## src/rtl/traffic_pkg.sv

```systemverilog
// Shared encodings for the traffic intersection controller: FSM states,
// operating modes and lamp codes.
package traffic_pkg;

  typedef enum logic [2:0] {
    NS_GREEN  = 3'd0,
    NS_YELLOW = 3'd1,
    ALL_RED_A = 3'd2,
    EW_GREEN  = 3'd3,
    EW_YELLOW = 3'd4,
    ALL_RED_B = 3'd5
  } state_e;

  typedef enum logic [1:0] {
    MODE_NORMAL    = 2'b00,
    MODE_BLINK     = 2'b01,
    MODE_HOLD      = 2'b10,
    MODE_BLINK_ALT = 2'b11
  } mode_e;

  localparam int unsigned LAMP_W = 3;

  // Lamp codes are {R,Y,G}.
  localparam logic [LAMP_W-1:0] RED    = 3'b100;
  localparam logic [LAMP_W-1:0] YELLOW = 3'b010;
  localparam logic [LAMP_W-1:0] GREEN  = 3'b001;
  localparam logic [LAMP_W-1:0] OFF    = 3'b000;

  function automatic logic is_blink(mode_e m);
    return (m == MODE_BLINK) || (m == MODE_BLINK_ALT);
  endfunction

endpackage

```

## src/rtl/tl_blink_gen.sv

```systemverilog
// Blink phase generator: toggles o_phase every HALF_CYC cycles; i_restart
// holds the counter and phase at zero.
module tl_blink_gen #(
  parameter int unsigned CNT_W    = 32,
  parameter int unsigned HALF_CYC = 50000000
) (
  input  logic clk,
  input  logic rst,
  input  logic i_restart,
  output logic o_phase
);

  localparam logic [CNT_W-1:0] HALF_LAST = CNT_W'(HALF_CYC - 1);

  logic [CNT_W-1:0] r_cnt;
  logic             r_phase;

  always_ff @(posedge clk or posedge rst) begin
    if (rst) begin
      r_cnt   <= '0;
      r_phase <= 1'b0;
    end else if (i_restart) begin
      r_cnt   <= '0;
      r_phase <= 1'b0;
    end else if (r_cnt == HALF_LAST) begin
      r_cnt   <= '0;
      r_phase <= ~r_phase;
    end else begin
      r_cnt   <= r_cnt + CNT_W'(1);
    end
  end

  assign o_phase = r_phase;

endmodule

```

## src/rtl/traffic_intersection_ctrl.sv

```systemverilog
// Two-direction intersection controller with pedestrian service, blink mode
// and all-red hold; lamps decode combinationally from registered state.
module traffic_intersection_ctrl
  import traffic_pkg::*;
#(
  parameter int unsigned CNT_W          = 32,
  parameter int unsigned GREEN_CYC      = 800000000,
  parameter int unsigned YELLOW_CYC     = 200000000,
  parameter int unsigned ALLRED_CYC     = 100000000,
  parameter int unsigned PED_CYC        = 500000000,
  parameter int unsigned MIN_GREEN_CYC  = 300000000,
  parameter int unsigned BLINK_HALF_CYC = 50000000
) (
  input  logic              clk,
  input  logic              rst,
  input  logic [1:0]        mode,
  input  logic              ped_req,
  output logic [LAMP_W-1:0] ns_light,
  output logic [LAMP_W-1:0] ew_light,
  output logic              ped_walk,
  output logic              mode_light
);

  localparam logic [CNT_W-1:0] GREEN_LAST  = CNT_W'(GREEN_CYC - 1);
  localparam logic [CNT_W-1:0] YELLOW_LAST = CNT_W'(YELLOW_CYC - 1);
  localparam logic [CNT_W-1:0] ALLRED_LAST = CNT_W'(ALLRED_CYC - 1);
  localparam logic [CNT_W-1:0] PED_LAST    = CNT_W'(PED_CYC - 1);
  localparam logic [CNT_W-1:0] MINGRN_LAST = CNT_W'(MIN_GREEN_CYC - 1);

  mode_e            r_mode;
  state_e           r_state;
  logic [CNT_W-1:0] r_cnt;
  logic             r_ped_pending;
  logic             r_ped_walk;

  mode_e            w_mode_in;
  state_e           w_state_nxt;
  logic [CNT_W-1:0] w_cnt_nxt;
  logic             w_pend_nxt;
  logic             w_walk_nxt;
  logic             w_green_done;
  logic [CNT_W-1:0] w_red_last;
  logic             w_blink_phase;

  assign w_mode_in    = mode_e'(mode);
  assign w_green_done = (r_cnt == GREEN_LAST) || (r_ped_pending && (r_cnt >= MINGRN_LAST));
  assign w_red_last   = r_ped_walk ? PED_LAST : ALLRED_LAST;

  tl_blink_gen #(
    .CNT_W    (CNT_W),
    .HALF_CYC (BLINK_HALF_CYC)
  ) u_blink (
    .clk       (clk),
    .rst       (rst),
    .i_restart (!is_blink(r_mode)),
    .o_phase   (w_blink_phase)
  );

  always_ff @(posedge clk or posedge rst) begin
    if (rst) begin
      r_mode        <= MODE_NORMAL;
      r_state       <= ALL_RED_B;
      r_cnt         <= '0;
      r_ped_pending <= 1'b0;
      r_ped_walk    <= 1'b0;
    end else begin
      r_mode        <= w_mode_in;
      r_state       <= w_state_nxt;
      r_cnt         <= w_cnt_nxt;
      r_ped_pending <= w_pend_nxt;
      r_ped_walk    <= w_walk_nxt;
    end
  end

  // Next state; re-entry into normal mode always restarts at the B clearance.
  always_comb begin
    w_state_nxt = r_state;
    w_cnt_nxt   = r_cnt;
    w_pend_nxt  = r_ped_pending;
    w_walk_nxt  = r_ped_walk;
    if ((w_mode_in == MODE_NORMAL) && (r_mode != MODE_NORMAL)) begin
      w_state_nxt = ALL_RED_B;
      w_cnt_nxt   = '0;
      w_pend_nxt  = 1'b0;
      w_walk_nxt  = 1'b0;
    end else if (r_mode != MODE_NORMAL) begin
      w_pend_nxt = 1'b0;
      w_walk_nxt = 1'b0;
      if (r_mode == MODE_HOLD) w_cnt_nxt = '0;
    end else begin
      if (ped_req && !r_ped_walk) w_pend_nxt = 1'b1;
      w_cnt_nxt = r_cnt + CNT_W'(1);
      case (r_state)
        NS_GREEN: if (w_green_done) begin
          w_state_nxt = NS_YELLOW;
          w_cnt_nxt   = '0;
        end
        EW_GREEN: if (w_green_done) begin
          w_state_nxt = EW_YELLOW;
          w_cnt_nxt   = '0;
        end
        // Entering clearance consumes any pending request as a walk phase.
        NS_YELLOW: if (r_cnt == YELLOW_LAST) begin
          w_state_nxt = ALL_RED_A;
          w_cnt_nxt   = '0;
          w_walk_nxt  = r_ped_pending;
          w_pend_nxt  = 1'b0;
        end
        EW_YELLOW: if (r_cnt == YELLOW_LAST) begin
          w_state_nxt = ALL_RED_B;
          w_cnt_nxt   = '0;
          w_walk_nxt  = r_ped_pending;
          w_pend_nxt  = 1'b0;
        end
        ALL_RED_A: if (r_cnt == w_red_last) begin
          w_state_nxt = EW_GREEN;
          w_cnt_nxt   = '0;
          w_walk_nxt  = 1'b0;
        end
        ALL_RED_B: if (r_cnt == w_red_last) begin
          w_state_nxt = NS_GREEN;
          w_cnt_nxt   = '0;
          w_walk_nxt  = 1'b0;
        end
        default: begin
          w_state_nxt = ALL_RED_B;
          w_cnt_nxt   = '0;
          w_walk_nxt  = 1'b0;
        end
      endcase
    end
    if (r_state > ALL_RED_B) begin
      w_state_nxt = ALL_RED_B;
      w_cnt_nxt   = '0;
    end
  end

  // Lamp decode from registered mode, state and blink phase.
  always_comb begin
    ns_light = RED;
    ew_light = RED;
    if (r_mode == MODE_NORMAL) begin
      case (r_state)
        NS_GREEN:  ns_light = GREEN;
        NS_YELLOW: ns_light = YELLOW;
        EW_GREEN:  ew_light = GREEN;
        EW_YELLOW: ew_light = YELLOW;
        default: begin
          ns_light = RED;
          ew_light = RED;
        end
      endcase
    end else if (r_mode != MODE_HOLD) begin
      ns_light = w_blink_phase ? OFF : YELLOW;
      ew_light = w_blink_phase ? OFF : YELLOW;
    end
  end

  assign ped_walk   = r_ped_walk && (r_mode == MODE_NORMAL);
  assign mode_light = (r_mode == MODE_NORMAL);

endmodule

```

## config.mk

```make
export PLATFORM = sky130hd
export DESIGN_NAME = traffic_intersection_ctrl
export DESIGN_NICKNAME = d
export VERILOG_FILES = /design/src/rtl/traffic_pkg.sv /design/src/rtl/tl_blink_gen.sv /design/src/rtl/traffic_intersection_ctrl.sv
export SDC_FILE = /design/constraint.sdc
export NUM_CORES = 1
export LEC_CHECK = 0
export ABC_CLOCK_PERIOD_IN_PS = 2400
export CORE_ASPECT_RATIO = 0.75
export CORE_MARGIN = 3
export CORE_UTILIZATION = 40
export DETAILED_ROUTE_END_ITERATION = 7
export PLACE_DENSITY = 0.56
export SLEW_MARGIN = 20
export SYNTH_ARGS = -nofsm -noshare
export SYNTH_HDL_FRONTEND = slang
export SYNTH_SLANG_ARGS = --single-unit
```

## constraint.sdc

```tcl
create_clock -name clk -period 2.4 [get_ports clk]
set_clock_uncertainty 0.05 [all_clocks]
set_input_delay 0.48 -clock clk [delete_from_list [all_inputs] [get_ports clk]]
set_output_delay 0.48 -clock clk [all_outputs]
set_load 0.1 [all_outputs]
```

After elaboration in Yosys (flattened, before gate mapping)
Index checks and enable logic that the tools add are counted.
{"block": "totals", "input_bits": 5, "reg_bits": 72, "mem_bits_rw": 0, "output_inout_bits": 8, "mem_count": 0, "romBits": 0, "word_cells": 92, "latch_bits": 0}
{"block": "op_classes", "n_shift": 0, "div": 0, "bitwise_logic": 1, "n_lt_le_gt_ge": 2, "eq_ne": 25, "reduce_logical": 16, "multipliers": 0, "add_sub_neg": 2, "mux": 39}
{"cell": "$mux W32", "count": 9}
{"cell": "$pmux W32 S3", "count": 1}
{"cell": "$add A32 B1 Y32 const B", "count": 2}
{"cell": "$mux W3", "count": 12}
{"cell": "$eq A32 B26 Y1 const B", "count": 1}
{"cell": "$eq A32 B28 Y1 const B", "count": 1}
{"cell": "$eq A32 B29 Y1", "count": 1}
{"cell": "$eq A32 B30 Y1 const B", "count": 1}
{"cell": "$ge A32 B29 Y1 const B", "count": 1}
{"cell": "$mux W29", "count": 1}
{"cell": "$ne A4 B4 Y1 const B", "count": 6}
{"cell": "$pmux W3 S6", "count": 1}
{"cell": "$ne A4 B1 Y1 const B", "count": 3}
{"cell": "$pmux W3 S2", "count": 2}
{"cell": "$mux W1", "count": 11}
{"cell": "$reduce_and A7 Y1", "count": 1}
{"cell": "$eq A3 B2 Y1 const B", "count": 2}
{"cell": "$eq A3 B3 Y1 const B", "count": 2}
{"cell": "$ne A3 B1 Y1 const B", "count": 2}
{"cell": "$reduce_or A2 Y1", "count": 3}
{"cell": "$eq A2 B2 Y1 const B", "count": 2}
{"cell": "$logic_and A1 B1 Y1", "count": 4}
{"cell": "$logic_not A2 Y1", "count": 2}
{"cell": "$eq A3 B1 Y1 const B", "count": 1}
{"cell": "12 further kinds", "count": 13}

Depth between registers and ports, before layout
Gate-level depths: netlist of run 1.
{"block": "depth", "depth_word": 8, "ltp_mapped": 9, "ltp_nobuf": 8}

Modules after synthesis
From an unflattened synthesis of run 1, not the netlist that was laid out.
{"block": "unflattened", "cells_unflattened": 525, "area_unflattened_um2": 4534.3}
{"mod": "traffic_intersection_ctrl", "area_per_inst_um2": 2597.5, "n_inst": 1, "seq_area_each_um2": 978.4, "cells_per_inst": 320}
{"mod": "tl_blink_gen", "area_per_inst_um2": 1936.9, "n_inst": 1, "seq_area_each_um2": 825.8, "cells_per_inst": 205}

Least setup slack after synthesis of run 1
Ideal clock, no wire load.
{"block": "synth_timing", "kind": "register to output", "startpoint": "register r_mode[0]", "endpoint": "output ew_light[0]", "t_arrival_ns": 3.479, "required_time_ns": 1.870, "setup_slack_ns": -1.609, "n_path_buf": 0, "stages_incl_launch_ff": 5, "path_cell_list": "dfrtp_1 or2_2 clkinv_1 nand2_1 nor3_1"}
{"block": "synth_between", "elab_cells_between_ends": 4, "classes_between": "eq/ne: 1; mux: 2; reduce/logical: 1"}
{"item": "start: declaration", "line": "traffic_intersection_ctrl.sv:30", "text": "mode_e r_mode;"}
{"item": "start signal: assignment", "line": "traffic_intersection_ctrl.sv:67", "text": "r_mode <= w_mode_in;"}
{"item": "$logic_not A2 Y1"}
{"item": "named net mode_light", "line": "traffic_intersection_ctrl.sv:21", "text": "output logic mode_light"}
{"item": "$mux W3", "line": "traffic_intersection_ctrl.sv:142", "text": "if (r_mode == MODE_NORMAL) begin"}
{"item": "end: declaration", "line": "traffic_intersection_ctrl.sv:19", "text": "output logic [LAMP_W-1:0] ew_light,"}
The timed path passes the listed nets, and every way through them passes these cells.

Worst setup path after layout of run 1
{"block": "layout_timing", "startpoint": "register r_cnt[13]", "endpoint": "register r_cnt[30]"}
{"block": "layout_between", "elab_chain_len": 8, "elab_cells_between_ends": 14, "classes_between": "add/sub: 1; order compare: 1; eq/ne: 3; mux: 7; reduce/logical: 2"}
{"item": "start: declaration", "line": "traffic_intersection_ctrl.sv:32", "text": "logic [CNT_W-1:0] r_cnt;"}
{"item": "start signal: assignment", "line": "traffic_intersection_ctrl.sv:69", "text": "r_cnt <= w_cnt_nxt;"}
{"item": "$ge A32 B29 Y1", "line": "traffic_intersection_ctrl.sv:46", "text": "assign w_green_done = (r_cnt == GREEN_LAST) || (r_ped_pending && (r_cnt >= MINGRN_LAST));"}
{"item": "$logic_and A1 B1 Y1", "line": "traffic_intersection_ctrl.sv:46"}
{"item": "$logic_or A1 B1 Y1", "line": "traffic_intersection_ctrl.sv:46"}
{"item": "$mux W32", "line": "traffic_intersection_ctrl.sv:94, traffic_intersection_ctrl.sv:98"}
{"item": "$pmux W32 S3 *", "line": "traffic_intersection_ctrl.sv:93", "text": "case (r_state)"}
{"item": "$mux W32 *", "line": "traffic_intersection_ctrl.sv:86", "text": "end else if (r_mode != MODE_NORMAL) begin"}
{"item": "$mux W32 *", "line": "traffic_intersection_ctrl.sv:81", "text": "if ((w_mode_in == MODE_NORMAL) && (r_mode != MODE_NORMAL)) begin"}
{"item": "$mux W32 *", "line": "traffic_intersection_ctrl.sv:132", "text": "if (r_state > ALL_RED_B) begin"}
Every way passes the cells marked *; elsewhere a longest branch is shown, timed or not.
A chain may end at the register's enable or synchronous reset.

==> results of run 1 <==
## metal layers
| layer | routed length, um | share of wire |
|---|---|---|
| met4 | 122 | 0.0098 |
| met2 | 5034 | 0.41 |
| met5 | 0 | 0 |
| met1 | 6533 | 0.53 |
| met3 | 725 | 0.058 |
## power breakdown
part	total, mW	switching, mW	internal, mW
Sequential	1.25	0.0196	1.23
Clock	1.41	0.506	0.901
Combinational	0.312	0.190	0.121
Total	2.97	0.715	2.25
## worst paths after layout
| check | end | slack, ps |
|---|---|---|
| max | r_cnt[30]$_DFFE_PP0P_ | -180 |
| min | u_blink.r_cnt[0]$_DFF_PP0_ | 400 |
| max reg2reg | r_cnt[30]$_DFFE_PP0P_ | -180 |
| min reg2reg | u_blink.r_cnt[0]$_DFF_PP0_ | 400 |
| max in group asynchronous | r_cnt[19]$_DFFE_PP0P_ | 1270 |
| min in group asynchronous | u_blink.r_cnt[11]$_DFF_PP0_ | 480 |
## cells by family after synthesis
| group | count (synthesis) |
|---|---|
| simple gates | 266 |
| compound gates | 80 |
| flops | 72 |
| buf+inv | 37 |
| xor+xnor | 31 |
| mux | 3 |
| fa+ha+maj | 2 |
## cell type report
class	count	area [um2]	area share
sequential	72	1807	0.2971
inverter	8	42.54	0.006996
tap	132	165.2	0.02716
multi-input combinational	383	2810	0.4621
clock buffer	11	232.7	0.03827
timing repair buffer	96	953.4	0.1568
clock inverter	4	70.07	0.01152
## state kept, by name (all words and copies together) (netlist names)
register and count:
r_cnt 32, u_blink.r_cnt 32, r_state 3, r_mode 2
r_ped_pending 1, r_ped_walk 1, u_blink.o_phase 1
## metrics by stage
step           hold WS, ps  setup WS [ps]
4_1_cts              407.0         -108.0
3_3_place_gp         387.2         -443.9
5_1_grt              424.2         -232.8
2_1_floorplan        374.5         -94.69
6_report             403.5         -177.9
3_5_place_dp         399.3         -405.0
## worst max-delay path, stage by stage, from the launching register on
cell and delay (ps):
dfrtp_1 370, or4b_4 550, or4_4 440, a2111o_1 310, nand3_2 100, a21oi_4 110
buf_12 170, a21o_1 160, a22o_1 180
## layout by cell type (no fill, tap or decap), types with 7 or more instances in the layout
master	count
xor2_1	15
xnor2_1	16
nor2_1	54
nand3_1	31
nand3_2	11
a21o_1	9
dfrtp_1	68
nor3_1	9
and3_1	10
a22o_1	9
clkbuf_16	10
buf_4	70
o21ai_0	7
buf_12	14
and2_1	7
nand4_1	14
nand2_1	61
o311ai_2	9
## repair_timing
| action | 4_1_cts | 5_1_grt |
|---|---|---|
| endpoints found under the hold margin | 0 | 0 |
| endpoints found under the setup margin | 37 | 37 |
| setup buffers | 2 | 8 |
| cloned | 2 | 1 |
| resized for setup | 22 | 64 |
| pin swaps | 7 | 35 |
==> impl_results.md, run 1 <==
* Worst path arrival time at 2750 ps
* Number of library cell types mapped by synthesis at 65
* RSZ-0062 raised after global routing: yes
* Post-synth top area share at 0.4112
* Max-Cap Viols at 0
* Max-Slew Margin vs Limit at 0.5366
* CP Max Fanout at 15
* Vias in the first global route at 3752
* Iter 0 DRT Violations at 438
* Fin nets at 577
* FF-to-FF path depth at 8
* Setup crit start kind: register
* Net Count, Synth at 498
* Initial antenna violation count at 0
* Accumulated negative setup slack at -3153 ps
* Fillers at 843
* Synth Area in XOR/XNOR at 0.06373
* Slew Viols, Final at 0
* Grt ovf at 0
* Register bit count reported by yosys at 72
* Post-synthesis async set-or-reset flop share at 1.000
* Beginning of the critical path: r_cnt[13]$_DFFE_PP0P_
* Syn Inst Count at 491
* Starting Density at 0.4257
* Mapped Avg Cell Area at 8.677 um2
* Die Area at 11940 um2
* Synth warn at 0
* Met2 usage at 0.2786
* Bufs on Longest Clock Path at 2
* Final worst slack at -177.9 ps
* Final min period at 2578 ps
* Hold path depth at 1
* Post-synthesis compound-gate area fraction at 0.1351
* Layout cells sized above 1 at 0.3293
* Gr usage total at 0.2106
* Post-DP HPWL at 8217 um
* CTS Buf Count at 9
* Worst-Margin Slew at 687.8 ps
* Post-DR vias/cell at 5.785
* Critical Path RT at 2570 ps
* Hold buffers post-CTS at 0
* R2R Path Start: r_cnt[13]$_DFFE_PP0P_
* Post-Synth Adder-Cell Area at 0.005874
* Post-synthesis sequential area ratio at 0.4235
* Peak supply drop at 0.2974 mV
* Clk slew on worst S/H paths at 60 ps
* Dominant synthesized flop cell: dfrtp_1
* Largest net degree at the start of global routing at 34
* Root buffer cell: clkbuf_16
* Post-synth top area cell: dfrtp_1
* Non-Filler Instances at 706
* Status: finished with violations
* M1 GR Usage at 0.3344
* Num ports at 13
* Final WL at 12420 um
* Worst setup EP type: register
* Mux share of post-synthesis cell area at 0.007342
* WL per Instance at 17.59 um
* Design Power at 2.968 mW
* Final Hold Viols at 0
* Number of enable flip-flop cells after synthesis at 0
* Worst hold path type: reg2reg
* CTS tree: done
* Failing checks: setup timing
* Final period util at 1.074
* P_leak at 2.620 nW
* Inst Count DP at 678
* Finish-stage setup viols at 34
* Setup CP Type: reg2reg
* Gpl congestion at 0.8856
* Die height at 95.38 um
* Antenna Cells at 0
* List of most frequent post-synthesis cells: dfrtp_1, nand2_1, nor2_1
* Final Core Density at 0.6077
* H-tree depth at 3
* Antenna-violating nets left at 0
* Top post-synthesis cells by area: dfrtp_1, nand2_1, nor2_1
* Global-route wire length before repair at 19820 um
* Via count at 4084
* Final instance area at 6081 um2
* Mapped cell area at 4260 um2
* Area Overhead vs Synth at 42.73%
* Area of the core at 10010 um2
* Min-delay src: u_blink.r_cnt[0]$_DFF_PP0_
* Post-route DRC at 0
* PwrDens at 488.1 nW/um2
* Post-synthesis simple-gate area fraction at 0.3289
* Largest family of logic cells by synthesized area: simple AND/OR/NAND/NOR gates
* Drt pass-1 iters at 4
* Num rows at 31
* Clock latency at the later pin of the worst-skew pair at 330 ps
* Die Width at 125.2 um
* M3 GR Usage at 0.04759
* Fmax at 387.9 MHz
* Most numerous cell in the Yosys netlist: dfrtp_1
* Clock sinks at 72
* Placed cell areas at 5201 um2
* Port Buffers at 12
* GRT busiest layer: met1
Power figures use the tool's default switching activity.
==> inputs of run 2 (changes only) <==
ABC_CLOCK_PERIOD_IN_PS = 2600   (was 2400)
PLACE_DENSITY = 0.54   (was 0.56)
clock period = 2.6 ns   (was 2.4 ns; I/O delays follow)
==> run 2 against run 1 <==
The run now ends clean. Sequential power shrank 9%. Worst hold slack about the same. Combinational power decreased by 19%. Critical path depth did not move. Design area fell by 12%. Sequential share of layout area rose by 3.9 points. Via count decreased by 5.5%. Total power is 15% lower. Routed wire length is 6.9% lower. Critical endpoint is now r_cnt[19]$_DFFE_PP0P_. Largest cell class unchanged.
==> impl_results.md, run 2 (synthesized netlist as in run 1, its figures left out) <==
* Most frequent cells in the layout: dfrtp_1, nand2_1, nor2_1
* Max-Slew Margin vs Limit at 0.6741
* Post-DP HPWL at 8035 um
* Max-Cap Viols at 0
* Fillers at 907
* CP Max Fanout at 30
* CP cell instances: or4b_2 -> nor4_1 -> a31oi_1 -> o211ai_2 -> a21oi_2 -> buf_12 -> a21o_1 -> a22o_1
* FF-to-FF path depth at 8
* Worst hold path type: reg2reg
* Gpl congestion at 0.9550
* Root buffer cell: clkbuf_16
* Status: finished, final reports clean
* PwrDens at 470.2 nW/um2
* Post-DR vias/cell at 5.728
* R2R Path Start: r_cnt[29]$_DFFE_PP0P_
* Starting Density at 0.4257
* GRT busiest layer: met1
* Area of the core at 10010 um2
* Clock latency at the later pin of the worst-skew pair at 340 ps
* Buf/Inv on CP at 1
* Initial antenna violation count at 0
* Setup crit start kind: register
* Placed cell areas at 4979 um2
* Global-route wire length before repair at 19040 um
* WL per Instance at 17.15 um
* Vias in the first global route at 3516
* Final Hold Viols at 0
* Final period util at 0.9885
* Inst Count DP at 654
* Non-Filler Instances at 674
* Hold Path End: u_blink.r_cnt[0]$_DFF_PP0_
* CP max-delay cell: or4b_2
* Worst setup EP type: register
* Antenna Cells at 0
* Peak supply drop at 0.3287 mV
* Reg2reg setup slack at 30 ps
* Port Buffers at 12
* Via count at 3861
* Worst path arrival time at 2740 ps
* Post-route DRC at 0
* Area Overhead vs Synth at 26.31%
* CTS Buf Count at 9
* CP top delay family: simple AND/OR/NAND/NOR gates
* CP max stage delay at 610 ps
* Clk slew on worst S/H paths at 60 ps
* Num rows at 31
* Biggest regs: r_cnt (32), u_blink.r_cnt (32), r_state (3)
* Met2 usage at 0.2594
* FF-to-FF End: r_cnt[19]$_DFFE_PP0P_
* Finish-stage setup viols at 0
* RSZ-0062 raised after global routing: yes
* H-tree depth at 3
* Slew Viols, Final at 0
* Num ports at 13
* Gr usage total at 0.2030
* Layout cells sized above 1 at 0.2214
* Clock sinks at 72
* Grt ovf at 0
* Final instance area at 5381 um2
* Multi-input logic area at 2440 um2
* P_leak at 2.295 nW
* Final WL at 11560 um
* Hold path depth at 1
* Die height at 95.38 um
* Fin nets at 544
* Fmax at 389.1 MHz
* Die Width at 125.2 um
* CTS tree: done
* Worst-Margin Slew at 488.1 ps
* Most common cell after layout, fill and taps aside: dfrtp_1
* Drt pass-1 iters at 5
* Sequential cell area at 1808 um2
* Final Core Density at 0.5378
* Critical Path RT at 2770 ps
* Iter 0 DRT Violations at 422
* Final min period at 2570 ps
* Bufs on Longest Clock Path at 2
* M1 GR Usage at 0.3248
* Largest net degree at the start of global routing at 55
* Die Area at 11940 um2
* Min-delay src: u_blink.r_cnt[0]$_DFF_PP0_
* M3 GR Usage at 0.04927
* Setup CP Type: reg2reg
* Antenna-violating nets left at 0
==> run 2: changes by cell type in the layout (fill, tap and decap cells not counted), moves of 4 or more <==
cell      change
o311ai_4      -4
buf_6         -4
buf_4        -25
nand3_1       +8
nand3_2       -8
o21ai_2       -4
a21oi_1       +4
o311ai_1      +8
o311ai_2      -4
==> run 2: how the worst max path moves through the flow <==
stage	endpoint	start	slack [ps]	cells past startpoint
final	r_cnt[19]$_DFFE_PP0P_	r_cnt[29]$_DFFE_PP0P_	30	8
after global routing	r_ped_walk$_DFFE_PP0P_	r_ped_walk$_DFFE_PP0P_	-40	8
after CTS	r_cnt[31]$_DFFE_PP0P_	r_cnt[28]$_DFFE_PP0P_	4	9
after detailed placement	r_cnt[13]$_DFFE_PP0P_	r_cnt[28]$_DFFE_PP0P_	-40	8
after global placement	r_cnt[30]$_DFFE_PP0P_	r_cnt[28]$_DFFE_PP0P_	-10	8
after floorplan	ew_light[0]	r_mode[0]$_DFF_PP0_	-8	4
==> run 2: power by group <==
| group | total (mW) | switching [mW] | internal, mW |
|---|---|---|---|
| combinational | 0.253 | 0.161 | 0.0919 |
| sequential | 1.14 | 0.00879 | 1.13 |
| clock | 1.13 | 0.493 | 0.641 |
==> run 2: through the flow <==
stage	power (mW)	hold WS (ps)	setup slack [ps]	setup TNS (ps)
6_report	2.530	403.2	30.00	0
5_1_grt	2.636	417.9	-39.98	-340.4
4_1_cts	2.557	404.2	4.117	0
3_5_place_dp	1.408	396.4	-40.89	-374.3
3_3_place_gp	1.404	386.6	-13.79	-44.36
2_1_floorplan	1.310	374.5	-7.959	-7.959
==> run 2: cell type report <==
class	count	share of cell area
multi-input combinational	382	0.4534
inverter	8	0.006510
timing repair buffer	64	0.1242
sequential	72	0.3360
clock buffer	10	0.04255
clock inverter	6	0.006743
tap	132	0.03069
==> run 2: what timing repair did <==
| action | in CTS | in global routing |
|---|---|---|
| pin swaps | 4 | 4 |
| endpoints found under the setup margin | 23 | 34 |
| hold buffers | 0 | 0 |
| gates resized for setup | 8 | 14 |
| buffers inserted | 2 | 1 |
| gates cloned | 1 | 0 |
==> run 2: layer usage <==
metal,up-vias,part of all wire
met1,1889,0.55
met3,12,0.062
met4,0,0.012
li1,1865,-
met2,95,0.38
met5,-,0
